### src/rtl/simd_sequencer.sv
// Start/done-controlled fetch/execute sequencer for the SIMD processor.
// Fetches from synchronous instruction memory and strobes the datapath once per datapath opcode.
module simd_sequencer #(
  parameter int unsigned INS_ADDR_WIDTH = 10,
  parameter int unsigned ADDR_WIDTH     = 10,
  parameter int unsigned OPCODE_WIDTH   = 3
) (
  input  logic                                 clk,
  input  logic                                 rstn,
  input  logic                                 start,
  input  logic [INS_ADDR_WIDTH-1:0]            start_pc,
  input  logic                                 abort,
  input  logic                                 stall,
  input  logic [OPCODE_WIDTH+3*ADDR_WIDTH-1:0] instruction,
  output logic [INS_ADDR_WIDTH-1:0]            pc,
  output logic                                 ins_rd_en,
  output logic                                 issue,
  output logic                                 busy,
  output logic                                 done,
  output logic                                 overrun,
  output logic                                 loop_active
);

  localparam logic [OPCODE_WIDTH-1:0]   OpLoop = OPCODE_WIDTH'(6);
  localparam logic [OPCODE_WIDTH-1:0]   OpHalt = OPCODE_WIDTH'(7);
  localparam logic [INS_ADDR_WIDTH-1:0] LastPc = '1;

  typedef enum logic [1:0] {StIdle, StFetch, StExec, StDone} state_e;

  state_e                    state_q, state_d;
  logic [INS_ADDR_WIDTH-1:0] pc_q, pc_d;
  logic                      overrun_q, overrun_d;
  logic                      loop_active_q, loop_active_d;
  logic [ADDR_WIDTH-1:0]     loop_cnt_q, loop_cnt_d;

  logic [OPCODE_WIDTH-1:0]   opcode;
  logic [ADDR_WIDTH-1:0]     r_field;
  logic [ADDR_WIDTH-1:0]     b_field;
  logic [ADDR_WIDTH-1:0]     a_field;
  logic [INS_ADDR_WIDTH-1:0] loop_target;
  logic                      is_loop;
  logic                      is_halt;
  logic                      at_last;
  logic                      loop_taken;
  logic                      advance;
  logic                      unused_fields;

  assign opcode      = instruction[OPCODE_WIDTH-1:0];
  assign r_field     = instruction[OPCODE_WIDTH +: ADDR_WIDTH];
  assign b_field     = instruction[OPCODE_WIDTH+ADDR_WIDTH +: ADDR_WIDTH];
  assign a_field     = instruction[OPCODE_WIDTH+2*ADDR_WIDTH +: ADDR_WIDTH];
  assign loop_target = r_field[INS_ADDR_WIDTH-1:0];
  assign is_loop     = (opcode == OpLoop);
  assign is_halt     = (opcode == OpHalt);
  assign at_last     = (pc_q == LastPc);

  // The B field and upper target bits belong to the datapath decoder, not to the sequencer.
  assign unused_fields = ^{b_field, r_field};

  always_ff @(posedge clk) begin
    if (!rstn) begin
      state_q       <= StIdle;
      pc_q          <= '0;
      overrun_q     <= 1'b0;
      loop_active_q <= 1'b0;
      loop_cnt_q    <= '0;
    end else begin
      state_q       <= state_d;
      pc_q          <= pc_d;
      overrun_q     <= overrun_d;
      loop_active_q <= loop_active_d;
      loop_cnt_q    <= loop_cnt_d;
    end
  end

  always_comb begin
    state_d       = state_q;
    pc_d          = pc_q;
    overrun_d     = overrun_q;
    loop_active_d = loop_active_q;
    loop_cnt_d    = loop_cnt_q;
    ins_rd_en     = 1'b0;
    issue         = 1'b0;
    loop_taken    = 1'b0;
    advance       = 1'b0;

    unique case (state_q)
      StIdle: begin
        if (start) begin
          pc_d          = start_pc;
          overrun_d     = 1'b0;
          loop_active_d = 1'b0;
          state_d       = StFetch;
        end
      end
      StFetch: begin
        ins_rd_en = 1'b1;
        state_d   = StExec;
      end
      StExec: begin
        if (is_halt) begin
          state_d = StDone;
        end else if (is_loop) begin
          if (!loop_active_q) begin
            if (a_field != '0) begin
              loop_active_d = 1'b1;
              loop_cnt_d    = a_field - ADDR_WIDTH'(1);
              loop_taken    = 1'b1;
            end
          end else if (loop_cnt_q != '0) begin
            loop_cnt_d = loop_cnt_q - ADDR_WIDTH'(1);
            loop_taken = 1'b1;
          end else begin
            loop_active_d = 1'b0;
          end
          if (loop_taken) begin
            pc_d    = loop_target;
            state_d = StFetch;
          end else begin
            advance = 1'b1;
          end
        end else if (!stall) begin
          issue   = 1'b1;
          advance = 1'b1;
        end
        // No wrap past the top of instruction memory: flag it and finish instead.
        if (advance) begin
          if (at_last) begin
            overrun_d = 1'b1;
            state_d   = StDone;
          end else begin
            pc_d    = pc_q + INS_ADDR_WIDTH'(1);
            state_d = StFetch;
          end
        end
      end
      StDone: begin
        state_d = StIdle;
      end
      default: begin
        state_d = StIdle;
      end
    endcase

    if (abort && (state_q != StIdle)) begin
      state_d       = StIdle;
      pc_d          = pc_q;
      overrun_d     = overrun_q;
      loop_cnt_d    = loop_cnt_q;
      loop_active_d = 1'b0;
      ins_rd_en     = 1'b0;
      issue         = 1'b0;
    end
  end

  assign pc          = pc_q;
  assign busy        = (state_q == StFetch) || (state_q == StExec);
  assign done        = (state_q == StDone);
  assign overrun     = overrun_q;
  assign loop_active = loop_active_q;

endmodule

### config.mk
export PLATFORM = sky130hd
export DESIGN_NAME = simd_sequencer
export DESIGN_NICKNAME = d
export VERILOG_FILES = /design/src/rtl/simd_sequencer.sv
export SDC_FILE = /design/constraint.sdc
export NUM_CORES = 1
export LEC_CHECK = 0
export BUFFER_PORTS_ARGS = -buffer_cell sky130_fd_sc_hd__buf_2
export CORE_AREA = 8 8 73 75
export CTS_BUF_LIST = sky130_fd_sc_hd__clkbuf_2
export CTS_CLUSTER_DIAMETER = 40
export DETAILED_ROUTE_END_ITERATION = 10
export DIE_AREA = 0 0 81 83
export PLACE_DENSITY_LB_ADDON = 0.12
export SYNTH_ARGS = -nofsm -noshare
export SYNTH_HDL_FRONTEND = slang
export SYNTH_SLANG_ARGS = --single-unit
### constraint.sdc
create_clock -name clk -period 2.7 [get_ports clk]
set_input_delay 0.54 -clock clk [delete_from_list [all_inputs] [get_ports clk]]
set_output_delay 0.54 -clock clk [all_outputs]
set_load 0.02 [all_outputs]
==> results.yml, run 1 <==
run_status:
  outcome: "complete, no violations"
routing:
  route.detailed.wl_per_inst_um: 18.1
  antenna_violating_nets_post_route: 0
  via_per_inst: 6.56
  vias_post_dr: 2526
  drtPass1Iterations: 5
  wirelength_mm: 6.96
  first_iter_violations: 322
  remaining_drc_errors: 0
layout:
  layout-drive-gt1-share_pct: 21.6
  areaGrowthSynthToFinish_pct: 15.6
  num_antenna_cells: 0
  design.final.nets: 388
die:
  io-pin-count: 64
  fp.dieW_um: 81
  design.die.area_um2: 6720
  die_h_um: 83
  design.core.area_um2: 4200
  floorplan.initialDensity_pct: 51.2
  floorplan.rows: 24
global_route:
  grt_max_degree: 23
  grt.overflow.total: 0
  grtUsageMet3_pct: 3.56
  antenna_violations_before_repair: 0
  gr-usage-all-layers_pct: 20.4
  grt_first_pass_wirelength_mm: 11.4
  grt_use_met1_pct: 27.0
  first_global_vias: 2397
  grt_util_met2_pct: 32.6
  grt.busiest_layer: "met2"
clocking:
  number_of_cts_inserted_buffers: 3
  quantity_of_gates_resized_following_cts: 0
  clockBufferDepth: 2
  cts_hold_buf: 0
  worst_skew_pair.late_latency_ps: 380
  cts.clk_slew.worst_paths_ps: 270
  cts.sinks: 24
  clock_tree.htree_level_count: 1
  cts_setup_buffers: 0
  clock-root-buffer: "sky130_fd_sc_hd__clkbuf_2"
  cts_tree: "done"
timing:
  report.final.setup_viol: 0
  timing.setup.tns_ps: 0
  fmaxAchievable_ghz: 0.418
  tightest_pin_transition_ps: 962
  max-slew-margin-rel_pct: 35.4
  final.setup.worst_slack_ps: 307
  fin_worst_skew_ps: 4.52
  layout_worst_path_cycle_share_pct: 88.6
  report.final.slew_viol_count: 0
  rsz_0062_raised_after_global_routing: "false"
  timing.final.hold_violations: 0
  fin_crit_ps: 2390
synth:
  synth_enable_flop_cells: 0
  yosysTopAreaCell: "sky130_fd_sc_hd__dfxtp_1"
  compound_gate_portion_of_the_synthesized_area_pct: 29.8
  netlist_instances: 289
  ys_top_cells_by_area: "sky130_fd_sc_hd__dfxtp_1, sky130_fd_sc_hd__a21oi_1, sky130_fd_sc_hd__nand2_1, sky130_fd_sc_hd__xnor2_1, sky130_fd_sc_hd__ha_1"
  synth_simple_gate_area_share_pct: 30.9
  post-synth-top-count-cell: "sky130_fd_sc_hd__nand2_1"
  synth_cell_type_count: 59
  main_combinational_cell_family_by_area_after_synthesis: "simple AND/OR/NAND/NOR gates"
  ys_seq_elements: 24
  syn-num-nets: 343
  syn-mean-instance-area_um2: 7.45
  post_synth_instance_area_um2: 2150
  synth-warning-count: 0
  synth.yosys.seq_area_share_pct: 22.3
  synth.top_cells.by_count: "sky130_fd_sc_hd__nand2_1, sky130_fd_sc_hd__dfxtp_1, sky130_fd_sc_hd__a21oi_1"
  synth_flop_cell: "sky130_fd_sc_hd__dfxtp_1"
  muxShareOfSynthArea_pct: 2.79
  post_synth_fa_ha_maj_area_fraction_pct: 3.49
  synth.top_cell.area_share_pct: 22.3
  asr_flop_ratio_synth_pct: 0
  synth_xor_xnor_area_share_pct: 4.88
placement:
  io_buffers: 53
  gpl.final_weighted_congestion: 0.882
  place.detailed.hpwl_mm: 5.08
  dp_slack_ps: 374
critical_path:
  path_max_fanout: 6
  r2r_end: "loop_cnt_q[9]"
  reg2reg_slack_ps: 310
  endpoint_kind: "flip-flop"
  worst-setup-path-type: "flip-flop to flip-flop"
  ff2ff_path_depth: 7
  sort_of_element_at_the_start_of_the_critical_path: "flip-flop"
  r2r-start: "state_q[1]"
  cp_required_ps: 3040
  worstPathArrival_ps: 2730
power_and_ir_drop:
  power.leakage_nw: 0.974
  maximum_vdd_ir_drop_mv: 0.366
  power.density_nw_per_um2: 522
min_path:
  timing.hold.worst_endpoint: "loop_cnt_q[2]"
  worst_hold_path_cell_count: 3
  holdCritPathClass: "input pin to flip-flop"
  hold_path.startpoint: "instruction[25]"
run:
  cap_viol_max_count: 0
metal layers:
layer | wire [um] | up-vias | share of wire, %
met5 | 0 | - | 0
met4 | 78 | 0 | 1.1
met3 | 672 | 12 | 9.6
met2 | 3210 | 115 | 46
met1 | 3000 | 1196 | 43
li1 | - | 1203 | -
placed cells by master, fill, tap and decap left out, types with 6 or more instances in the layout:
cell type and instances:
sky130_fd_sc_hd__dfxtp_1 24, sky130_fd_sc_hd__nor2_1 17, sky130_fd_sc_hd__inv_1 6, sky130_fd_sc_hd__nand3_1 11, sky130_fd_sc_hd__nand4_1 8, sky130_fd_sc_hd__and3_1 7
sky130_fd_sc_hd__xnor2_1 11, sky130_fd_sc_hd__a31oi_1 9, sky130_fd_sc_hd__mux2i_1 6, sky130_fd_sc_hd__nand2_1 26, sky130_fd_sc_hd__buf_4 8, sky130_fd_sc_hd__a21oi_1 21
sky130_fd_sc_hd__buf_2 53, sky130_fd_sc_hd__o22ai_1 7, sky130_fd_sc_hd__o21ai_0 13, sky130_fd_sc_hd__ha_1 6, sky130_fd_sc_hd__nor3_1 13
state kept, by name, indices dropped and copies added (netlist names):
name and count:
loop_cnt_q 10, pc 10, state_q 2, loop_active 1, overrun 1
report_power, final:
| part | switching (mW) | total (mW) | internal [mW] |
|---|---|---|---|
| logic | 0.326 | 0.546 | 0.220 |
| clock network | 0.130 | 0.257 | 0.127 |
| registers | 0.0941 | 0.495 | 0.401 |
| total | 0.550 | 1.30 | 0.748 |
per-stage QoR:
| step | power, mW | instance area, um^2 | hold slack [ps] | util [%] | std cells |
|---|---|---|---|---|---|
| finish | 1.30 | 2490 | 444 | 59.2 | 385 |
| global route | 1.37 | 2490 | 451 | 59.2 | 385 |
| CTS | 1.29 | 2490 | 431 | 59.2 | 385 |
| detailed placement | 1.04 | 2440 | 470 | 58.1 | 381 |
| global placement | 1.03 | 2440 | 461 | 58.1 | 381 |
| floorplan | 0.865 | 2150 | 444 | - | 289 |
cell type report:
cell class / instances / area (um^2)
tap: 52 / 65.1
multi-input combinational: 237 / 1550
clock buffer: 3 / 15.0
timing repair buffer: 61 / 325
sequential: 24 / 480
clock inverter: 1 / 30.0
fill: 418 / 1720
inverter: 7 / 26.3
logic make-up (layout without fill, tap and decap cells):
| logic type | after synthesis | after routing |
|---|---|---|
| flops | 24 | 24 |
| simple gates | 118 | 118 |
| compound gates | 95 | 95 |
| xor+xnor | 12 | 12 |
| mux | 6 | 6 |
| buf+inv | 28 | 72 |
| fa+ha+maj | 6 | 6 |
worst max-delay path, stage by stage, from the launching register on:
cell and delay [ps]:
sky130_fd_sc_hd__dfxtp_1 430, sky130_fd_sc_hd__inv_1 90, sky130_fd_sc_hd__ha_1 240, sky130_fd_sc_hd__nand2b_1 220, sky130_fd_sc_hd__nand3_1 170, sky130_fd_sc_hd__nor3_1 680, sky130_fd_sc_hd__o311ai_0 320, sky130_fd_sc_hd__a21oi_1 200
worst max-delay path by stage:
stage                     cells after the start  slack (ps)             from       endpoint
final                                         7         310       state_q[1]  loop_cnt_q[9]
after global routing                          7          70       state_q[0]  loop_cnt_q[9]
after CTS                                     7         340       state_q[1]  loop_cnt_q[9]
after detailed placement                      7         370  instruction[24]          pc[6]
after global placement                        7         410  instruction[24]          pc[6]
after floorplan                               8          50      loop_active  loop_cnt_q[6]
Power figures use the tool's default switching activity.
==> inputs of run 2 (changes only) <==
Settings changed: ABC_AREA set to 1, CORE_AREA 8 8 73 75 to 8 8 70 72, DIE_AREA 0 0 81 83 to 0 0 78 80.
==> run 2 against run 1 <==
Net effect:
- synthesized cell count rose by 4.2%
- first-iteration DRC count decreased by 67%
- non-clock buffer count down 5
- sequential power is 11% higher
- critical path depth down 2
- fmax grew 10%
- utilization is 0.70 points lower
- synthesized area fell by 9.6%
- wire length is 28% lower
- flip-flop and latch count unchanged
- hold slack gained 15 ps
- largest cell class unchanged
==> results.yml, run 2 <==
clocking:
  worst_skew_pair.late_latency_ps: 350
  cts.sinks: 24
  cts_setup_buffers: 0
  cts.clk_slew.worst_paths_ps: 250
  cts_hold_buf: 0
  cts_tree: "done"
  quantity_of_gates_resized_following_cts: 0
  clockBufferDepth: 2
  clock-root-buffer: "sky130_fd_sc_hd__clkbuf_2"
  number_of_cts_inserted_buffers: 3
  clock_tree.htree_level_count: 1
layout:
  most-common-layout-cells: "sky130_fd_sc_hd__nand2_1, sky130_fd_sc_hd__buf_2, sky130_fd_sc_hd__inv_1"
  finalNonFillerCells: 402
  design.final.nets: 408
  seqCellArea_um2: 480
  fill_cells: 443
  multi_input_comb_area_um2: 1260
  areaGrowthSynthToFinish_pct: 15.9
  finish.utilization_pct: 58.5
  final_common_cell: "sky130_fd_sc_hd__nand2_1"
  layout-drive-gt1-share_pct: 23.0
  num_antenna_cells: 0
timing:
  timing.final.hold_violations: 0
  rsz_0062_raised_after_global_routing: "false"
  fin_worst_skew_ps: 20.4
  timing.setup.tns_ps: 0
  report.final.slew_viol_count: 0
  tightest_pin_transition_ps: 521
  max-slew-margin-rel_pct: 65.2
  layout_worst_path_cycle_share_pct: 80.6
  fmaxAchievable_ghz: 0.460
  fin_crit_ps: 2180
  report.final.setup_viol: 0
power_and_ir_drop:
  power.leakage_nw: 1.07
  power.density_nw_per_um2: 686
  maximum_vdd_ir_drop_mv: 0.371
global_route:
  gr-usage-all-layers_pct: 15.8
  grt.overflow.total: 0
  first_global_vias: 1835
  grt_first_pass_wirelength_mm: 8.20
  antenna_violations_before_repair: 0
  grt_max_degree: 23
synth:
  synth_flop_cell: "sky130_fd_sc_hd__dfxtp_1"
  post-synth-top-count-cell: "sky130_fd_sc_hd__nand2_1"
  syn-num-nets: 355
  asr_flop_ratio_synth_pct: 0
  ys_top_cells_by_area: "sky130_fd_sc_hd__dfxtp_1, sky130_fd_sc_hd__nand2_1, sky130_fd_sc_hd__inv_1, sky130_fd_sc_hd__a21oi_1, sky130_fd_sc_hd__nand3_1"
  synth-warning-count: 0
  synth.yosys.seq_area_share_pct: 24.7
  syn-mean-instance-area_um2: 6.46
  synth_cell_type_count: 31
  post_synth_instance_area_um2: 1950
  synth.top_cells.by_count: "sky130_fd_sc_hd__nand2_1, sky130_fd_sc_hd__inv_1, sky130_fd_sc_hd__nor2_1"
  synth_enable_flop_cells: 0
  synth.top_cell.area_share_pct: 24.7
  netlist_instances: 301
  ys_seq_elements: 24
  yosysTopAreaCell: "sky130_fd_sc_hd__dfxtp_1"
critical_path:
  critical_path.cell_chain: "inv_1 > ha_1 > inv_2 > nor3_1 > buf_2"
  path_max_fanout: 7
  worstPathArrival_ps: 1640
  worst-setup-path-type: "flip-flop to output pin"
  timing.critical_path.slowest_stage_cell: "sky130_fd_sc_hd__dfxtp_1"
  worstSetupStartpoint: "state_q[0]"
  slowest_delay_ps: 400
  cp_required_ps: 2160
  endpoint_kind: "output pin"
  sort_of_element_at_the_start_of_the_critical_path: "flip-flop"
  r2r-start: "state_q[0]"
placement:
  place.detailed.hpwl_mm: 3.91
  io_buffers: 53
  post_placement_cell_count: 399
  gpl.final_weighted_congestion: 0.886
die:
  fp.dieW_um: 78
  design.die.area_um2: 6240
  die_h_um: 80
  floorplan.rows: 23
  io-pin-count: 64
  design.core.area_um2: 3860
  floorplan.initialDensity_pct: 50.5
run_status:
  outcome: "complete, no violations"
min_path:
  holdCritPathClass: "input pin to flip-flop"
  hold_path.startpoint: "start_pc[2]"
routing:
  drtPass1Iterations: 6
  wirelength_mm: 5.02
  first_iter_violations: 107
  remaining_drc_errors: 0
  vias_post_dr: 2060
  route.detailed.wl_per_inst_um: 12.5
  via_per_inst: 5.12
  antenna_violating_nets_post_route: 0
run:
  cap_viol_max_count: 0
==> run 2: cell count changes after synthesis, moves of 8 or more <==
cell and delta:
sky130_fd_sc_hd__nor3_1 -9, sky130_fd_sc_hd__nor2_1 +8, sky130_fd_sc_hd__nand2_1 +48, sky130_fd_sc_hd__inv_1 +29, sky130_fd_sc_hd__o21ai_1 +11, sky130_fd_sc_hd__clkbuf_1 -14
sky130_fd_sc_hd__a31oi_1 -9, sky130_fd_sc_hd__nand3_1 +9
==> run 2: power breakdown <==
part / switching, mW / internal (mW) / leakage (nW)
clock network: 0.113 / 0.0302 / 0.0125
logic: 0.545 / 0.311 / 0.860
registers: 0.115 / 0.433 / 0.195
total: 0.773 / 0.774 / 1.07
==> run 2: stage by stage <==
stage               area [um^2]  worst slack (ps)  hold WS (ps)  power (mW)
floorplan                  1950               825           444        1.16
global placement           2240               559           462        1.40
detailed placement         2240               558           465        1.42
CTS                        2260               502           457        1.56
global route               2260               335           461        1.69
finish                     2260               524           459        1.55
==> run 2: critical path: cells and delay by family (launching register included) <==
kind	cells	cell delay, ps
adders and majority gates	1	310
and+or+nand+nor	1	180
buffers and inverters	3	430
DFF	1	400
==> run 2: cell families after synthesis <==
kind of cell,synth area share (%)
and+or+nand+nor,38.2
AOI/OAI and AO/OA,17.1
buffers and inverters,10.7
DFF,24.7
xor gates and xnor gates,5.40
adders and majority gates,3.86
==> run 2: layout make-up <==
cell class              count  area share, %
multi-input cells         228           55.7
clock buffers               3          0.666
repair buffers             56           12.8
inverters                  41           6.82
flip-flops and latches     24           21.3
well taps                  50           2.77
==> run 2: worst paths after layout <==
path,endpoint,slack (ps),cells past startpoint
setup / recovery,issue,520,5
hold / removal,pc[2],460,3
setup reg to reg,pc[9],550,10
hold reg to reg,loop_cnt_q[4],490,2
==> run 2: metal layers <==
layer / vias to the layer above / wire [um] / global-route usage, %
li1: 1093 / - / -
met3: 6 / 201 / 2.82
met5: - / 0 / 0
met4: 0 / 43 / 3.89
met1: 923 / 2550 / 21.4
met2: 38 / 2230 / 25.1
